## src/rtl/cpu_dbg_pkg.sv

```systemverilog
// Shared definitions for the debug-port blocks: dump FSM states,
// word geometry and the width of the word counter.
package cpu_dbg_pkg;

  localparam int BYTES_PER_WORD = 4;
  localparam int WC_W           = 16;

  typedef enum logic [2:0] {
    IDLE,
    REQ,
    WAIT,
    SEND,
    FINISH
  } dump_state_t;

endpackage

```

## src/rtl/dbg_byte_serializer.sv

```systemverilog
// Holds one instruction word and streams it out little-endian, one byte
// per valid/ready handshake; flags the handshake of the final byte.
module dbg_byte_serializer
  import cpu_dbg_pkg::*;
#(
  parameter int XLEN = 32
) (
  input  logic            clk,
  input  logic            rst,
  input  logic            load,
  input  logic [XLEN-1:0] word_in,
  output logic            out_valid,
  input  logic            out_ready,
  output logic [7:0]      out_data,
  output logic            last
);

  logic [XLEN-1:0] word_q;
  logic [1:0]      idx_q;
  logic            valid_q;

  // Word register, byte index and valid flag; a load restarts at byte 0.
  always_ff @(posedge clk) begin
    if (rst) begin
      word_q  <= '0;
      idx_q   <= '0;
      valid_q <= 1'b0;
    end else if (load) begin
      word_q  <= word_in;
      idx_q   <= '0;
      valid_q <= 1'b1;
    end else if (valid_q && out_ready) begin
      if (idx_q == 2'(BYTES_PER_WORD - 1)) begin
        idx_q   <= '0;
        valid_q <= 1'b0;
      end else begin
        idx_q <= idx_q + 2'd1;
      end
    end
  end

  // Byte select is held stable while stalled; the bus reads zero when idle.
  always_comb begin
    out_valid = valid_q;
    out_data  = valid_q ? word_q[{idx_q, 3'b000} +: 8] : 8'h00;
    last      = valid_q && out_ready && (idx_q == 2'(BYTES_PER_WORD - 1));
  end

endmodule

```

## src/rtl/imem_dumper.sv

```systemverilog
// Reads a range of instruction memory through the debug read port and
// streams it out as little-endian bytes. One read is in flight at most.
module imem_dumper
  import cpu_dbg_pkg::*;
#(
  parameter int XLEN       = 32,
  parameter int RD_LATENCY = 1
) (
  input  logic            clk,
  input  logic            rst,
  input  logic            start,
  input  logic [XLEN-1:0] base_addr,
  input  logic [WC_W-1:0] word_count,
  output logic            dbg_rd_en,
  output logic [XLEN-1:0] dbg_rd_addr,
  input  logic [XLEN-1:0] dbg_rd_data,
  output logic            out_valid,
  input  logic            out_ready,
  output logic [7:0]      out_data,
  output logic            busy,
  output logic            done
);

  dump_state_t     state_q, state_d;
  logic [XLEN-1:0] addr_q;
  logic [WC_W-1:0] remain_q;
  logic [2:0]      lat_q;
  logic            done_q;
  logic            load;
  logic            last;

  dbg_byte_serializer #(.XLEN(XLEN)) u_ser (
    .clk       (clk),
    .rst       (rst),
    .load      (load),
    .word_in   (dbg_rd_data),
    .out_valid (out_valid),
    .out_ready (out_ready),
    .out_data  (out_data),
    .last      (last)
  );

  // State, address, remaining-word and latency counters; done is a
  // registered pulse issued the cycle after FINISH, when busy is already low.
  always_ff @(posedge clk) begin
    if (rst) begin
      state_q  <= IDLE;
      addr_q   <= '0;
      remain_q <= '0;
      lat_q    <= '0;
      done_q   <= 1'b0;
    end else begin
      state_q <= state_d;
      done_q  <= (state_q == FINISH);
      case (state_q)
        IDLE: begin
          if (start) begin
            addr_q   <= base_addr;
            remain_q <= word_count;
          end
        end
        REQ:  lat_q <= 3'd1;
        WAIT: lat_q <= lat_q + 3'd1;
        SEND: begin
          if (last) begin
            remain_q <= remain_q - WC_W'(1);
            addr_q   <= addr_q + XLEN'(4);
          end
        end
        default: ;
      endcase
    end
  end

  // Next-state decode plus the read strobe and serializer load.
  always_comb begin
    state_d   = state_q;
    dbg_rd_en = 1'b0;
    load      = 1'b0;
    case (state_q)
      IDLE: begin
        if (start) state_d = (word_count == '0) ? FINISH : REQ;
      end
      REQ: begin
        dbg_rd_en = 1'b1;
        state_d   = WAIT;
      end
      WAIT: begin
        if (lat_q == 3'(RD_LATENCY)) begin
          load    = 1'b1;
          state_d = SEND;
        end
      end
      SEND: begin
        if (last) state_d = (remain_q == WC_W'(1)) ? FINISH : REQ;
      end
      FINISH: state_d = IDLE;
      default: state_d = IDLE;
    endcase
  end

  assign dbg_rd_addr = addr_q;
  assign busy        = (state_q == REQ) || (state_q == WAIT) || (state_q == SEND);
  assign done        = done_q;

endmodule

```

## config.mk

```make
export PLATFORM = sky130hd
export DESIGN_NAME = imem_dumper
export DESIGN_NICKNAME = d
export VERILOG_FILES = /design/src/rtl/cpu_dbg_pkg.sv /design/src/rtl/dbg_byte_serializer.sv /design/src/rtl/imem_dumper.sv
export SDC_FILE = /design/constraint.sdc
export NUM_CORES = 1
export LEC_CHECK = 0
export ABC_AREA = 1
export CAP_MARGIN = 10
export CELL_PAD_IN_SITES_DETAIL_PLACEMENT = 1
export CELL_PAD_IN_SITES_GLOBAL_PLACEMENT = 1
export CORE_MARGIN = 2
export CORE_UTILIZATION = 37
export CTS_CLUSTER_DIAMETER = 200
export DETAILED_ROUTE_END_ITERATION = 8
export HOLD_SLACK_MARGIN = 0.1
export PLACE_DENSITY_LB_ADDON = 0.25
export SYNTH_ARGS = -nofsm -noshare
export SYNTH_HDL_FRONTEND = slang
export SYNTH_HIERARCHICAL = 1
export SYNTH_SLANG_ARGS = --single-unit
```

## constraint.sdc

```tcl
create_clock -name clk -period 3.93 [get_ports clk]
set_clock_uncertainty 0.1 [all_clocks]
set_input_delay 0.786 -clock clk [delete_from_list [all_inputs] [get_ports clk]]
set_output_delay 0.786 -clock clk [all_outputs]
set_load 0.005 [all_outputs]
```

Word-level counts from Yosys, hierarchy flattened
Index checks and enable logic that the tools add are counted.

operators by class
  add/subtract/negate cells = 4
  multiply operators = 0
  divide/modulo/power cells = 0
  order comparisons = 0
  eq/ne operators = 10
  shifts and indexed selects = 1
  multiplexer cells = 21
  bitwise gates (word level) = 0
  reduce and logical (&&, ||, !) cells = 14

operator list
  operator                 count
  $mux W32                 2
  $pmux W32 S2             1
  $add A32 B3 Y32 const B  1
  $mux W16                 2
  $pmux W16 S2             1
  $shiftx A32 B6 Y8        1
  $eq A16 B1 Y1 const B    1
  $logic_not A16 Y1        1
  $sub A16 B1 Y16 const B  1
  $mux W3                  5
  $pmux W3 S4              1
  $mux W8                  1
  $reduce_bool A2 Y1       4
  $eq A3 B1 Y1 const B     2
  $eq A3 B2 Y1 const B     2
  $mux W1                  6
  $ne A2 B2 Y1 const B     3
  $pmux W3 S2              1
  $reduce_and A3 Y1        2
  $add A3 B1 Y3 const B    1
  $eq A3 B3 Y1 const B     1
  $logic_not A3 Y1         1
  $add A2 B1 Y2 const B    1
  $eq A2 B2 Y1 const B     1
  5 further kinds          7

storage, ports and cells
  register bits after elaboration = 90
  bits in latches = 0
  memory bits (writable) = 0
  memory bits (read-only) = 0
  input bits = 84
  output and inout bits = 44
  logic and storage cells = 58
  memories kept = 0

Logic depth before layout (Yosys ltp)
  word-level depth = 5
  gate-level depth with buffers = 12
  depth with buffers taken out = 11

Hierarchy
The synthesis kept the hierarchy.

modules (own cells, without submodules)
  module               instances  cells an instance  area an instance (um2)
  imem_dumper          1          679                3818.7
  dbg_byte_serializer  1          218                1556.5

Worst setup path after synthesis
OpenSTA, ideal clock, no wires.

  kind = input-to-reg
  start point = in out_ready
  end point = reg addr_q[8] (netlist: dbg_rd_addr[8])
  arrival = 1791 ps
  path slack = 1907 ps
  stages = 10
  buffers on the path = 1
  cell sequence = nand2_1 -> nor2_1 -> inv_1 -> nand2_1 -> nand3_2 -> nand2_2 -> buf_2 -> o21ai_1 -> nand2_1 -> a21oi_1

between the ends
  word-level cells in the longest chain between the ends = 4

ends and longest elaborated chain
  what                              line                       RTL
  from (decl)                       imem_dumper.sv:18          input logic out_ready,
  $logic_and A1 B1 Y1 (2 in a row)  dbg_byte_serializer.sv:46  last = valid_q && out_ready && (idx_q == 2'(BYTES_PER_WORD - 1));
  net last                          imem_dumper.sv:30          logic last;
  $ne A2 B2 Y1 (no line)            --
  $reduce_and A3 Y1 (no line)       --
  to (signal assigned)              imem_dumper.sv:58          addr_q <= base_addr;
  to (signal assigned)              imem_dumper.sv:67          addr_q <= addr_q + XLEN'(4);
  to (decl)                         imem_dumper.sv:25          logic [XLEN-1:0] addr_q;

The timed path passes the listed nets, and every way through them passes these cells.
A chain may end at the register's enable or synchronous reset.

Worst setup path after layout
  start point = reg u_ser.idx_q[0]
  end point = out out_data[2]

between the ends
  word-level cells in the longest chain between the ends = 2

ends and longest elaborated chain
  what                    line                       RTL
  from (decl)             dbg_byte_serializer.sv:19  logic [1:0] idx_q;
  from (signal assigned)  dbg_byte_serializer.sv:37  idx_q <= idx_q + 2'd1;
  $shiftx A32 B6 Y8       dbg_byte_serializer.sv:45  out_data = valid_q ? word_q[{idx_q, 3'b000} +: 8] : 8'h00;
  $mux W8                 dbg_byte_serializer.sv:45
  to (decl)               imem_dumper.sv:19          output logic [7:0] out_data,

No other way between the ends.

==> flow_summary.yaml <==
setup_path:
  crit_chain: "buf_4 -> inv_4 -> nand2_1 -> nand3_1 -> a21oi_1 -> clkdlybuf4s50_1"
  critPathKind: "flip-flop to output pin"
  slowest_stage: "clkdlybuf4s50_1"
  crit_path_end_kind: "output pin"
  cp.arrival_ns: 2.03
  worstPathMaxFanout: 17
  cpPeakStageDelay_ns: 0.53
  required_ns: 3.04
  startpoint_type: "flip-flop"
status:
  outcome: "finished, final reports clean"
power:
  p_leak_nw: 2.68
  p_total_w: 0.00383
  peakVddDrop_uv: 285
  powerDensity_nw_per_um2: 544
floorplanning:
  dieArea_um2: 15500
  rows: 44
  coreArea_um2: 14400
  io_pins: 128
  fp.dieH_um: 125
  initial_core_util: 0.374
  die_w_um: 125
timing:
  fin_tns_setup_ns: 0
  rsz0062_at_grt: "no"
  min_period_ns: 2.92
  fmax_ghz: 0.343
  setup_viol: 0
  slew_violations: 0
  hold_violations: 0
  post-route-period-util: 0.742
  relSlewSlack: 0.238
  tightestPinTransition_ns: 1.14
placement:
  gp_congestion: 0.847
  io_buffer_count: 127
  dp_hpwl_um: 13100
route:
  first_pass_iters: 5
  vias_per_cell: 5.14
  ant_nets: 0
  drc: 0
  wl_um: 18200
  first_iter_violations: 383
  via_count: 6114
  wl_per_cell_um: 15.3
synthesis:
  synth_area_um2: 5380
  synth_compound_area_frac: 0.180
  ys_seq_elements: 90
  syn_nets: 987
  synth_cell_types: 31
  postSynthAreaPerCell_um2: 5.99
  synthAdderAreaFrac: 0.0140
  synth_top_family_by_area: "simple AND/OR/NAND/NOR gates"
  postSynthCellCount: 897
  ys_warn_count: 6
  synth_mux_area_frac: 0
  synth-seq-area-share: 0.335
  synth_xor_area_frac: 0.00326
  synthSimpleGateAreaFrac: 0.357
global_routing:
  antenna_found_initial: 0
  grt_pass1_vias: 6087
  overflow: 0
  grt_pass1_wl_um: 30200
  grt_max_degree: 67
  grtUsageTotal: 0.237
clocking:
  cts_root_buffer: "clkbuf_16"
  clk_latency_ns: 0.35
  cts_tree: "done"
  cts.sinks: 90
  clk_pin_slew_ns: 0.07
  post_cts_buffers: 0
  holdBufCountCts: 0
  cts_made_buffers: 9
  cts_htree_levels: 3
  cts_buffer_depth: 2
  cts_resized: 0
cells_and_area:
  syn_to_final_growth_pct: 30.9
  num-nets-final: 1091
  antennaDiodeCount: 0
  drive_above_1_share: 0.0368
job:
  maxCapViolations: 0
hold_path:
  hp-class: "flip-flop to flip-flop"
## per-stage QoR
step | cells | setup WS (ns) | hold WS [ns] | cell area (µm²) | util
after floorplan | 897 | 1.91 | 0.329 | 5380 | -
after global placement | 1174 | 1.04 | 0.342 | 6710 | 0.467
after detailed placement | 1174 | 0.959 | 0.352 | 6710 | 0.467
after CTS | 1189 | 0.980 | 0.364 | 7040 | 0.490
after global routing | 1189 | 0.879 | 0.384 | 7040 | 0.490
final | 1189 | 1.01 | 0.358 | 7040 | 0.490
## report_power, final
group	internal (W)	total [W]	switching, W
clock	0.000576	0.000964	0.000388
sequential	0.00111	0.00132	0.000213
combinational	0.000630	0.00155	0.000918
## placed cells by master (no fill, tap or decap), types with 5 or more instances in the layout
| master | n |
|---|---|
| ha_1 | 6 |
| inv_1 | 98 |
| o21ai_0 | 62 |
| nor2_1 | 122 |
| nand3b_1 | 5 |
| nor3_1 | 5 |
| dfxtp_1 | 90 |
| nand3_1 | 60 |
| buf_4 | 5 |
| nand4_1 | 9 |
| clkdlybuf4s50_1 | 126 |
| inv_2 | 6 |
| clkbuf_16 | 9 |
| a21oi_1 | 94 |
| o21ai_1 | 16 |
| nand2_1 | 260 |
## final cells by class
cell class	count	area [µm²]
fillers	1955	7330
clock buffers	10	239
repair buffers	132	1300
clock inverters	5	86.3
inverters	105	397
well taps	184	230
multi-input cells	663	2980
flip-flops and latches	90	1800
## Yosys cell counts, drive strengths merged
| cell type | count | area share |
|---|---|---|
| a211oi | 1 | 0.0014 |
| a21oi | 94 | 0.088 |
| a31oi | 3 | 0.0035 |
| buf | 23 | 0.026 |
| clkbuf | 16 | 0.011 |
| dfxtp | 90 | 0.34 |
| ha | 6 | 0.014 |
| inv | 105 | 0.074 |
| nand2 | 262 | 0.18 |
| nand3 | 63 | 0.061 |
| nand3b | 5 | 0.0070 |
| nand4 | 9 | 0.010 |
| nor2 | 123 | 0.087 |
| nor3 | 5 | 0.0047 |
| o211ai | 3 | 0.0042 |
| o21a | 2 | 0.0028 |
| o21ai | 79 | 0.076 |
| o21bai | 1 | 0.0014 |
| o22ai | 3 | 0.0035 |
| or2 | 2 | 0.0023 |
| xnor2 | 1 | 0.0016 |
| xor2 | 1 | 0.0016 |
## state kept, by name (all words and copies together), names as in the netlist
| signal | cells |
|---|---|
| dbg_rd_addr | 32 |
| state_q | 3 |
| u_ser/out_valid | 1 |
| done | 1 |
| u_ser/idx_q | 2 |
| u_ser/word_q | 32 |
| lat_q | 3 |
| remain_q | 16 |
## cell families after synthesis
kind of cell,count (synthesis)
AOI/OAI and AO/OA,186
xor gates and xnor gates,2
adders and majority gates,6
buffers and inverters,144
DFF,90
and+or+nand+nor,469
## worst paths after layout
path         slack (ns)             start                to  cells past startpoint
max                1.01    u_ser/idx_q[0]       out_data[2]                      6
min                0.36  u_ser/word_q[15]  u_ser/word_q[15]                      2
min reg2reg        0.36  u_ser/word_q[15]  u_ser/word_q[15]                      2
max reg2reg        1.42        state_q[2]       remain_q[9]                     10
## worst max-delay path, delay by kind of cell (launching register included)
kind                   cells  cell delay (ns)
AND/OR/NAND/NOR            2             0.17
flip-flops                 1             0.41
buffers and inverters      3             0.90
AO/OA/AOI/OAI              1             0.19
## metal layers
| metal | vias to the layer above | global-route usage | share of wire | wire length, µm |
|---|---|---|---|---|
| li1 | 3072 | - | - | - |
| met1 | 2902 | 0.306 | 0.47 | 8600 |
| met2 | 122 | 0.414 | 0.47 | 8630 |
| met3 | 18 | 0.0447 | 0.040 | 723 |
| met4 | 0 | 0.0436 | 0.012 | 216 |
| met5 | - | 0 | 0 | 0 |
Power figures use the tool's default switching activity.
